**src/rtl/rr_mux_pipe.sv**
```systemverilog
// rr_mux_pipe: round-robin N:1 registered mux with valid/ready; RR_MUX_PIPE_STATS_EN adds xfer_cnt
module rr_mux_pipe #(
  parameter int N = 16,
  parameter int W = 32,
  localparam int SELW = $clog2(N)
) (
  input  logic            clk,
  input  logic            rst,
  input  logic [N*W-1:0]  in_data,
  input  logic [N-1:0]    in_valid,
  output logic [N-1:0]    in_ready,
  output logic [W-1:0]    out_data,
  output logic [SELW-1:0] out_sel,
  output logic            out_valid,
  input  logic            out_ready
`ifdef RR_MUX_PIPE_STATS_EN
  , output logic [31:0]   xfer_cnt
`endif
);
  logic [SELW-1:0] ptr_q, ptr_d, sel_q, sel_d, grant;
  logic [W-1:0]    data_q, data_d;
  logic            valid_q, valid_d, load_en, any_v;
  assign any_v = |in_valid;
  assign load_en = !valid_q || out_ready;
  // Walk the search order backwards so the last hit is the first channel at or after ptr.
  always_comb begin
    grant = '0;
    for (int k = N - 1; k >= 0; k--)
      if (in_valid[(int'(ptr_q) + k) % N]) grant = SELW'((int'(ptr_q) + k) % N);
  end
  assign in_ready = (!rst && load_en && any_v) ? (N'(1) << grant) : '0;
  always_comb begin
    data_d = data_q;
    sel_d = sel_q;
    ptr_d = ptr_q;
    valid_d = valid_q;
    if (load_en) begin
      valid_d = any_v;
      if (any_v) begin
        data_d = in_data[int'(grant)*W +: W];
        sel_d = grant;
        ptr_d = (int'(grant) == N - 1) ? '0 : SELW'(int'(grant) + 1);
      end
    end
  end
  always_ff @(posedge clk) begin
    if (rst) begin
      data_q <= '0;
      sel_q <= '0;
      ptr_q <= '0;
      valid_q <= 1'b0;
    end else begin
      data_q <= data_d;
      sel_q <= sel_d;
      ptr_q <= ptr_d;
      valid_q <= valid_d;
    end
  end
  assign out_data = data_q;
  assign out_sel = sel_q;
  assign out_valid = valid_q;
`ifdef RR_MUX_PIPE_STATS_EN
  always_ff @(posedge clk) begin
    if (rst) xfer_cnt <= '0;
    else if (valid_q && out_ready) xfer_cnt <= xfer_cnt + 32'd1;
  end
`endif
endmodule
```
**config.mk**
```make
export PLATFORM = sky130hd
export DESIGN_NAME = rr_mux_pipe
export DESIGN_NICKNAME = d
export VERILOG_FILES = /design/src/rtl/rr_mux_pipe.sv
export SDC_FILE = /design/constraint.sdc
export NUM_CORES = 1
export LEC_CHECK = 0
export CORE_AREA = 2 2 224 226
export CTS_CLUSTER_SIZE = 24
export DETAILED_ROUTE_END_ITERATION = 8
export DIE_AREA = 0 0 226 228
export HOLD_SLACK_MARGIN = 0.02
export PLACE_DENSITY = 0.46
export SLEW_MARGIN = 20
export SYNTH_ARGS = -nofsm -noshare
export SYNTH_HDL_FRONTEND = slang
export SYNTH_SLANG_ARGS = --single-unit
```
**constraint.sdc**
```tcl
create_clock -name clk -period 6.1 [get_ports clk]
set_clock_uncertainty 0.2 [all_clocks]
set_input_delay 1.22 -clock clk [delete_from_list [all_inputs] [get_ports clk]]
set_output_delay 1.22 -clock clk [all_outputs]
set_load 0.02 [all_outputs]
```
# Yosys cells after proc, flatten, opt, wreduce, memory -nomap -nowiden
# Index checks and enable logic that the tools add are counted.
[op_classes]
addsub = 16
magnitude_cmp = 16
n_eq_ne = 1
n_shift = 2
n_mux = 65
bitwise_logic = 15
reduce_logical = 22
[ops]
columns = ["op", "n"]
rows = [
  ["variable part select 512 x 10 -> 32 bit", 1],
  ["< comparator 5 x 6 -> 1 bit, second input constant", 15],
  ["2-to-1 mux 4 bit", 17],
  ["binary-select mux 1 bit (select 4 bit)", 16],
  ["OR reduction 4 bit", 15],
  ["adder 4 bit, second input constant", 8],
  ["2-to-1 mux 1 bit", 31],
  ["adder 4 x 3 -> 4 bit, second input constant", 4],
  ["2-to-1 mux 16 bit", 1],
  ["OR reduction 16 bit", 1],
  ["left shift 1 x 4 -> 16 bit, first input constant", 1],
  ["AND 1 bit, first input constant", 15],
  ["adder 4 x 1 -> 4 bit, second input constant", 2],
  ["adder 4 x 2 -> 4 bit, second input constant", 2],
  ["< comparator 4 x 5 -> 1 bit, second input constant", 1],
  ["== test 4 x 1 -> 1 bit, second input constant", 1],
  ["logical AND 1 bit", 2],
  ["zero test 1 bit", 2],
  ["AND reduction 2 bit", 1],
  ["logical OR 1 bit", 1],
]
[totals]
regBits = 41
out_inout_bits = 53

# Logic depth before layout (Yosys ltp)
# Gate-level depths: netlist of the first run.
[logic_depth]
word_depth = 24
depth_mapped = 24

# Least setup slack after synthesis of the first run
# Ideal clock, no wire load.
[synth_timing]
path_kind = "register -> output"
start = "reg ptr_q[1]"
end = "out in_ready[15]"
arrival_ns = 4.651
required_time_ns = 4.680
path_slack_ns = 0.029
path_stages_with_launch = 24
n_path_buf = 8
path_cell_list = "dfxtp_1 -> buf_6 -> buf_2 -> clkbuf_1 -> inv_1 -> ha_1 -> buf_2 -> mux2_2 -> or3_1 -> nand4b_1 -> o21ai_2 -> a211o_1 -> o211ai_1 -> a22oi_1 -> and2_1 -> buf_6 -> inv_6 -> buf_8 -> buf_6 -> buf_2 -> ha_1 -> ha_1 -> inv_1 -> nor2_1"
[synth_via]
elab_chain_len = 22
[synth_lines]
columns = ["element", "line", "text"]
rows = [
  ["start: declaration", "20", "logic [SELW-1:0] ptr_q, ptr_d, sel_q, sel_d, grant;"],
  ["start signal: assignment", "55", "ptr_q <= ptr_d;"],
  ["adder 4 bit", "29", "if (in_valid[(int'(ptr_q) + k) % N]) grant = SELW'((int'(ptr_q) + k) % N);"],
  ["binary-select mux 1 bit (select 4 bit)", "29", ""],
  ["2-to-1 mux 1 bit (not written as such) (2 in a row)", "29", ""],
  ["2-to-1 mux 4 bit (15 in a row)", "29", ""],
  ["2-to-1 mux 4 bit (*)", "29", ""],
  ["left shift 1 x 4 -> 16 bit (*)", "31", "assign in_ready = (!rst && load_en && any_v) ? (N'(1) << grant) : '0;"],
  ["2-to-1 mux 16 bit (*)", "31", ""],
  ["end: declaration", "11", "output logic [N-1:0] in_ready,"],
]
# Mark *: on every way between the ends. The rest lies on a longest branch, timed or not. The select of a mux whose other input is x is not followed.

# Worst setup path after layout of the first run
[layout_timing]
start = "in in_valid[12]"
end = "out in_ready[1]"
[layout_via]
elab_chain_len = 21
[layout_lines]
columns = ["element", "line", "text"]
rows = [
  ["start: declaration", "10", "input logic [N-1:0] in_valid,"],
  ["binary-select mux 1 bit (select 4 bit)", "29", ""],
  ["2-to-1 mux 1 bit (not written as such) (2 in a row)", "29", ""],
  ["2-to-1 mux 4 bit (16 in a row)", "29", ""],
  ["left shift 1 x 4 -> 16 bit", "31", ""],
  ["2-to-1 mux 16 bit (*)", "31", ""],
]
# Marks and branches as above.

==> results.toml, run 1 <==
[critical_path]
crit_fanout = 4
cp.required_ns = 4.68
crit_buf_inv = 7
critPathKind = "in -> out"
critPathLaunchType = "input pin"
cpMaxStageDelayCell = "mux4_2"
reg2reg_depth = 18
r2r-start = "ptr_q[1]$_SDFFE_PP0P_"
crit_chain = "clkdlybuf4s50_1 -> mux4_2 -> mux2_4 -> mux2i_4 -> inv_2 -> a21o_1 -> a21oi_2 -> a41oi_2 -> o31a_2 -> inv_2 -> buf_4 -> nand2_2 -> buf_4 -> nor3_2 -> buf_4 -> buf_4"
critPathMaxStageDelay_ns = 0.56
crit_family = "buffers and inverters"
crit_top_cell = "buf_4"
reg2reg_slack_ns = 0.37
reg2reg_to = "out_data[24]$_SDFFE_PP0P_"
end_kind = "output pin"
critPathArrivalTime_ns = 4.51

[drt]
drt_pass1_iterations = 5
antenna_left = 0
drc = 0
vias = 11330
wl_um = 56390
wire_per_inst_um = 23.29
drt-vias-per-instance = 4.678
drtIter0Drc = 637

[sta]
worstMarginPinSlew_ns = 0.9179
rsz0062_at_grt = "false"
hold_viol = 0
max_freq_mhz = 168.6
setup_ws_ns = 0.1696
relSlewSlack = 0.3874
finalSetupViolations = 0
layout_worst_path_cycle_share = 0.9722
fin_hold_ws_ns = 0.3051
final.setup.tns_ns = 0
post-route-min-period_ns = 5.930
report.final.slew_viol_count = 0

[run_status]
status = "finished clean"

[pwr]
pwr_density_cell_nw_per_um2 = 673.6
ir_drop_mv = 0.8518
leakagePower_nw = 6.205
power_mw = 10.86

[placement]
dp.cells = 2408
portBuffers = 583
dp_slack_ns = -0.4150
dp_hpwl_um = 47170
routabilityCongestion = 0.9385
dpl_cell_area_um2 = 15780

[clock_tree]
cts_tree = "yes"
clockBufferDepth = 2
cts_buffers = 5
cts_sinks = 41
clock_latency_ns = 0.33
cts-root-buf = "clkbuf_16"
cts_max_level = 2
path_clk_slew_ns = 0.08

[yosys]
yosysWarnings = 0
ys_ff_latch = 41
synth_cells = 1117
synthArstFlopShare = 0
syn-cell-area_um2 = 8653
synth-seq-area-share = 0.09485
synth_top_area_cell = "mux2i_1"
avgSynthCellArea_um2 = 7.747
synth_edf_count = 0
synth_cell_type_count = 93
synth_nets = 1657
synthTopCellsByArea = "mux2i_1, dfxtp_1, nand2_1"
synth-main-ff-cell = "dfxtp_1"
ys_top_cells_by_count = "mux2i_1, nand2_1, nor2_1"
synth.most_common_cell = "mux2i_1"
synth_top_area_share = 0.2938

[global_route]
grt.overflow.total = 0
grt_pass1_wl_um = 79410
first_global_vias = 11480
grt_start_max_net_pins = 104
track_usage = 0.2116
grt_antenna_before_repair = 6

[floorplan]
dieArea_um2 = 51530
num_rows = 82
io-pin-count = 584
die_h_um = 228
initial_utilization = 0.1753
fp.dieW_um = 226
coreArea_um2 = 49350

[cells_and_area]
fin_area_um2 = 16120
fillers = 5261
finalNonFillerCells = 2421
nets = 2286
area_delta_synth_final_pct = 86.34
final_util = 0.3267
drive_gt1_frac = 0.1460

[hold_path]
hold_depth = 2
hold_path.class = "reg -> reg"
hold_path_end = "out_sel[2]$_SDFFE_PP0P_"
hold_path.startpoint = "out_sel[2]$_SDFFE_PP0P_"

[run]
maxCapViolations = 0
[cell type report]
class                   instances  area [um^2]  area share
multi-input cells             963         7301      0.4528
repair buffers                718         6904      0.4282
well taps                     672        840.8     0.05215
flip-flops and latches         41        820.8     0.05090
clock buffers                   6        138.9    0.008613
inverters                      17        76.32    0.004733
clock inverters                 2        37.54    0.002328
diodes                          2        5.005   0.0003104
[registers in the layout (all words and copies together) (netlist names)]
| register | flops |
|---|---|
| ptr_q | 4 |
| out_data | 32 |
| out_sel | 4 |
| out_valid | 1 |
[worst min-delay path, stage by stage, from the launching register on]
cell and delay (ns):
dfxtp_1 0.32, nor2_1 0.10, nor3_1 0.05
[metal layers]
layer	track usage	part of all wire
met1	0.2575	0.42
met2	0.3768	0.50
met3	0.04341	0.057
met4	0.05174	0.021
met5	0	0.00073
[layout by cell type (no fill, tap or decap), drive strengths merged, types with 25 or more instances in the layout]
cell type | Yosys | layout
clkdlybuf4s50 | 0 | 552
mux2i | 256 | 256
nand2 | 172 | 172
buf | 68 | 141
nor2 | 80 | 80
nand3 | 52 | 52
dfxtp | 41 | 41
a211oi | 40 | 40
o21ai | 31 | 31
o211ai | 30 | 30
a21oi | 26 | 26
mux2 | 25 | 25
[logic make-up (layout without fill, tap and decap cells)]
family | after synthesis | after routing | share of synthesized area
AOI/OAI and AO/OA | 260 | 260 | 0.2270
adders and majority gates | 9 | 9 | 0.01301
DFF | 41 | 41 | 0.09485
other | 0 | 2 | 0
muxes | 294 | 294 | 0.3663
buffers and inverters | 113 | 743 | 0.07475
xor gates and xnor gates | 16 | 16 | 0.01793
and+or+nand+nor | 384 | 384 | 0.2062
[worst max-delay path by stage]
stage                                      from           end  cells past startpoint
after floorplan           ptr_q[1]$_SDFFE_PP0P_  in_ready[15]                     23
after global placement              in_valid[2]   in_ready[7]                     15
after detailed placement            in_valid[2]   in_ready[7]                     15
after CTS                           in_valid[0]   in_ready[6]                     13
after global routing               in_valid[12]   in_ready[1]                     18
final                              in_valid[12]   in_ready[1]                     16
[where the power goes]
part | internal [mW] | switching, mW | leakage (nW)
registers | 0.384 | 0.0673 | 0.340
logic | 4.24 | 5.81 | 5.78
clock network | 0.206 | 0.159 | 0.0831
[repair_timing]
item | in CTS | in global routing
endpoints found under the setup margin | 17 | 33
pin swaps | 3 | 5
cloned | 0 | 1
endpoints found under the hold margin | 0 | 0
hold buffers | 0 | 0
gates resized for setup | 37 | 46
buffers inserted | 1 | 1
Note: power is estimated with default switching activity, not from simulation.
==> inputs of run 2 (changes only) <==
--- a/config.mk
+++ b/config.mk
@@ -5,12 +5,13 @@
 export SDC_FILE = /design/constraint.sdc
 export NUM_CORES = 1
 export LEC_CHECK = 0
-export CORE_AREA = 2 2 224 226
+export CORE_AREA = 2 2 226 228
 export CTS_CLUSTER_SIZE = 24
 export DETAILED_ROUTE_END_ITERATION = 8
-export DIE_AREA = 0 0 226 228
+export DIE_AREA = 0 0 228 230
 export HOLD_SLACK_MARGIN = 0.02
-export PLACE_DENSITY = 0.46
+export PLACE_DENSITY = 0.44
+export SKIP_LAST_GASP = 1
 export SLEW_MARGIN = 20
 export SYNTH_ARGS = -nofsm -noshare
 export SYNTH_HDL_FRONTEND = slang
==> constraint.sdc (replaced) <==
create_clock -name clk -period 7.35 [get_ports clk]
set_clock_uncertainty 0.2 [all_clocks]
set_input_delay 1.47 -clock clk [delete_from_list [all_inputs] [get_ports clk]]
set_output_delay 1.47 -clock clk [all_outputs]
set_load 0.02 [all_outputs]
==> run 2 against run 1 <==
Effect of this change: total power is 23% lower; global-route usage is 0.88 points lower; die area is 1.8% higher; sequential power is 17% lower; worst hold slack worse by 0.0028 ns; via count is 2.9% lower; sequential cell count stayed put; combinational power is 23% lower; cell count is 3.5% lower; critical path type unchanged.
==> results.toml, run 2 (synthesis gave the netlist of run 1 again) <==
[sta]
rsz0062_at_grt = "false"
hold_viol = 0
layout_worst_path_cycle_share = 0.9738
relSlewSlack = 0.2497
max_freq_mhz = 139.7
setup_ws_ns = 0.1928
fin_hold_ws_ns = 0.3022
worstMarginPinSlew_ns = 1.125
report.final.slew_viol_count = 0
post-route-min-period_ns = 7.157
finalSetupViolations = 0

[floorplan]
fp.dieW_um = 228
io-pin-count = 584
coreArea_um2 = 49860
dieArea_um2 = 52440
num_rows = 82
die_h_um = 230
initial_utilization = 0.1735

[placement]
dp.cells = 2321
dp_hpwl_um = 46690
portBuffers = 583
dp_slack_ns = 0.05007
routabilityCongestion = 0.9040

[drt]
wl_um = 56070
drt-vias-per-instance = 4.705
wire_per_inst_um = 23.99
drc = 0
drtIter0Drc = 738
drt_pass1_iterations = 6
antenna_left = 0
vias = 11000

[critical_path]
cp.required_ns = 5.68
critPathMaxStageDelay_ns = 0.61
cpMaxStageDelayCell = "clkdlybuf4s50_1"
critPathKind = "in -> out"
end_kind = "output pin"
reg2reg_slack_ns = 1.38
critPathArrivalTime_ns = 5.49
crit_fanout = 19
crit_family = "buffers and inverters"
crit_chain = "clkdlybuf4s50_1 -> buf_4 -> mux4_2 -> mux2_2 -> nand2_1 -> o21a_1 -> mux2_2 -> o211ai_1 -> a22oi_1 -> and2_2 -> buf_6 -> nand2_1 -> buf_4 -> nor2_1 -> clkdlybuf4s50_1"
crit_buf_inv = 5
critPathLaunchType = "input pin"

[cells_and_area]
drive_gt1_frac = 0.08147
most-common-layout-cells = "clkdlybuf4s50_1, mux2i_1, nand2_1"
area_delta_synth_final_pct = 77.17
largest_reg_flops = 32
nets = 2196
fillers = 5385
finalNonFillerCells = 2337
mostFrequentLayoutCell = "clkdlybuf4s50_1"
final_util = 0.3075

[clock_tree]
cts_max_level = 2
cts_hold_buf = 0
clockBufferDepth = 2
path_clk_slew_ns = 0.08
clock_latency_ns = 0.31
cts-root-buf = "clkbuf_16"
cts_buffers = 5
cts_sinks = 41
cts_tree = "yes"

[global_route]
grt_antenna_before_repair = 12
track_usage = 0.2028
grt.overflow.total = 0
grt_pass1_wl_um = 78100
grt_start_max_net_pins = 138
first_global_vias = 11140

[pwr]
leakagePower_nw = 5.567
pwr_density_cell_nw_per_um2 = 549.1
ir_drop_mv = 0.9329
power_mw = 8.418

[run]
maxCapViolations = 0

[run_status]
status = "finished clean"

[hold_path]
hold_path.class = "reg -> reg"
==> run 2: cell types whose count changed in the layout (fill, tap and decap cells not counted), sizes merged <==
cell	change
dlygate4sd2	-4
buf	-96
diode	+6
clkinv	+1
dlymetal6s2s	-13
clkbuf	-7
clkdlybuf4s15	-2
clkdlybuf4s50	+31
==> run 2: cell type report <==
cell class	count	area, um^2	share of cell area
Clock inverter	3	46.29	0.003020
Sequential cell	41	820.8	0.05354
Clock buffer	5	125.1	0.008161
Antenna cell	8	20.02	0.001306
Tap cell	672	840.8	0.05484
Inverter	17	76.32	0.004978
Multi-Input combinational cell	963	7212	0.4704
Timing Repair Buffer	628	6190	0.4037
==> run 2: metrics by stage <==
stage	cell area, um^2	setup TNS [ns]
final	15330	0
after detailed placement	15120	0
after global routing	15320	0
after CTS	15290	0
after global placement	15120	-0.02633
after floorplan	8653	0
==> run 2: repair_timing <==
action / 4_1_cts / 5_1_grt
resized for setup: 0 / 9
hold endpoints to repair: 0 / 0
endpoints found under the setup margin: 0 / 8
buffers inserted: 0 / 0
==> run 2: path summary, 6_finish.rpt <==
path / start / end / cells past startpoint
max reg2reg: ptr_q[1]$_SDFFE_PP0P_ / out_data[24]$_SDFFE_PP0P_ / 16
min reg2reg: out_sel[1]$_SDFFE_PP0P_ / out_sel[1]$_SDFFE_PP0P_ / 2
min: out_sel[1]$_SDFFE_PP0P_ / out_sel[1]$_SDFFE_PP0P_ / 2
max: in_valid[7] / in_ready[5] / 15
==> run 2: layer usage <==
metal,global-route usage,up-vias,routed length [um]
met5,0,-,49
met4,0.05045,8,1150
met1,0.2445,5192,22770
met3,0.04291,46,3373
met2,0.3651,425,28730
li1,-,5324,-
==> run 2: worst min-delay path, delay by kind of cell (launching register included) <==
| kind | cells | cell delay, ns |
|---|---|---|
| DFF | 1 | 0.32 |
| and+or+nand+nor | 1 | 0.09 |
| AOI/OAI and AO/OA | 1 | 0.05 |
==> run 2: power breakdown <==
group / leakage (nW) / switching [mW] / internal, mW / total, mW
Sequential: 0.340 / 0.0557 / 0.319 / 0.375
Clock: 0.0801 / 0.127 / 0.162 / 0.289
Combinational: 5.15 / 4.67 / 3.09 / 7.75
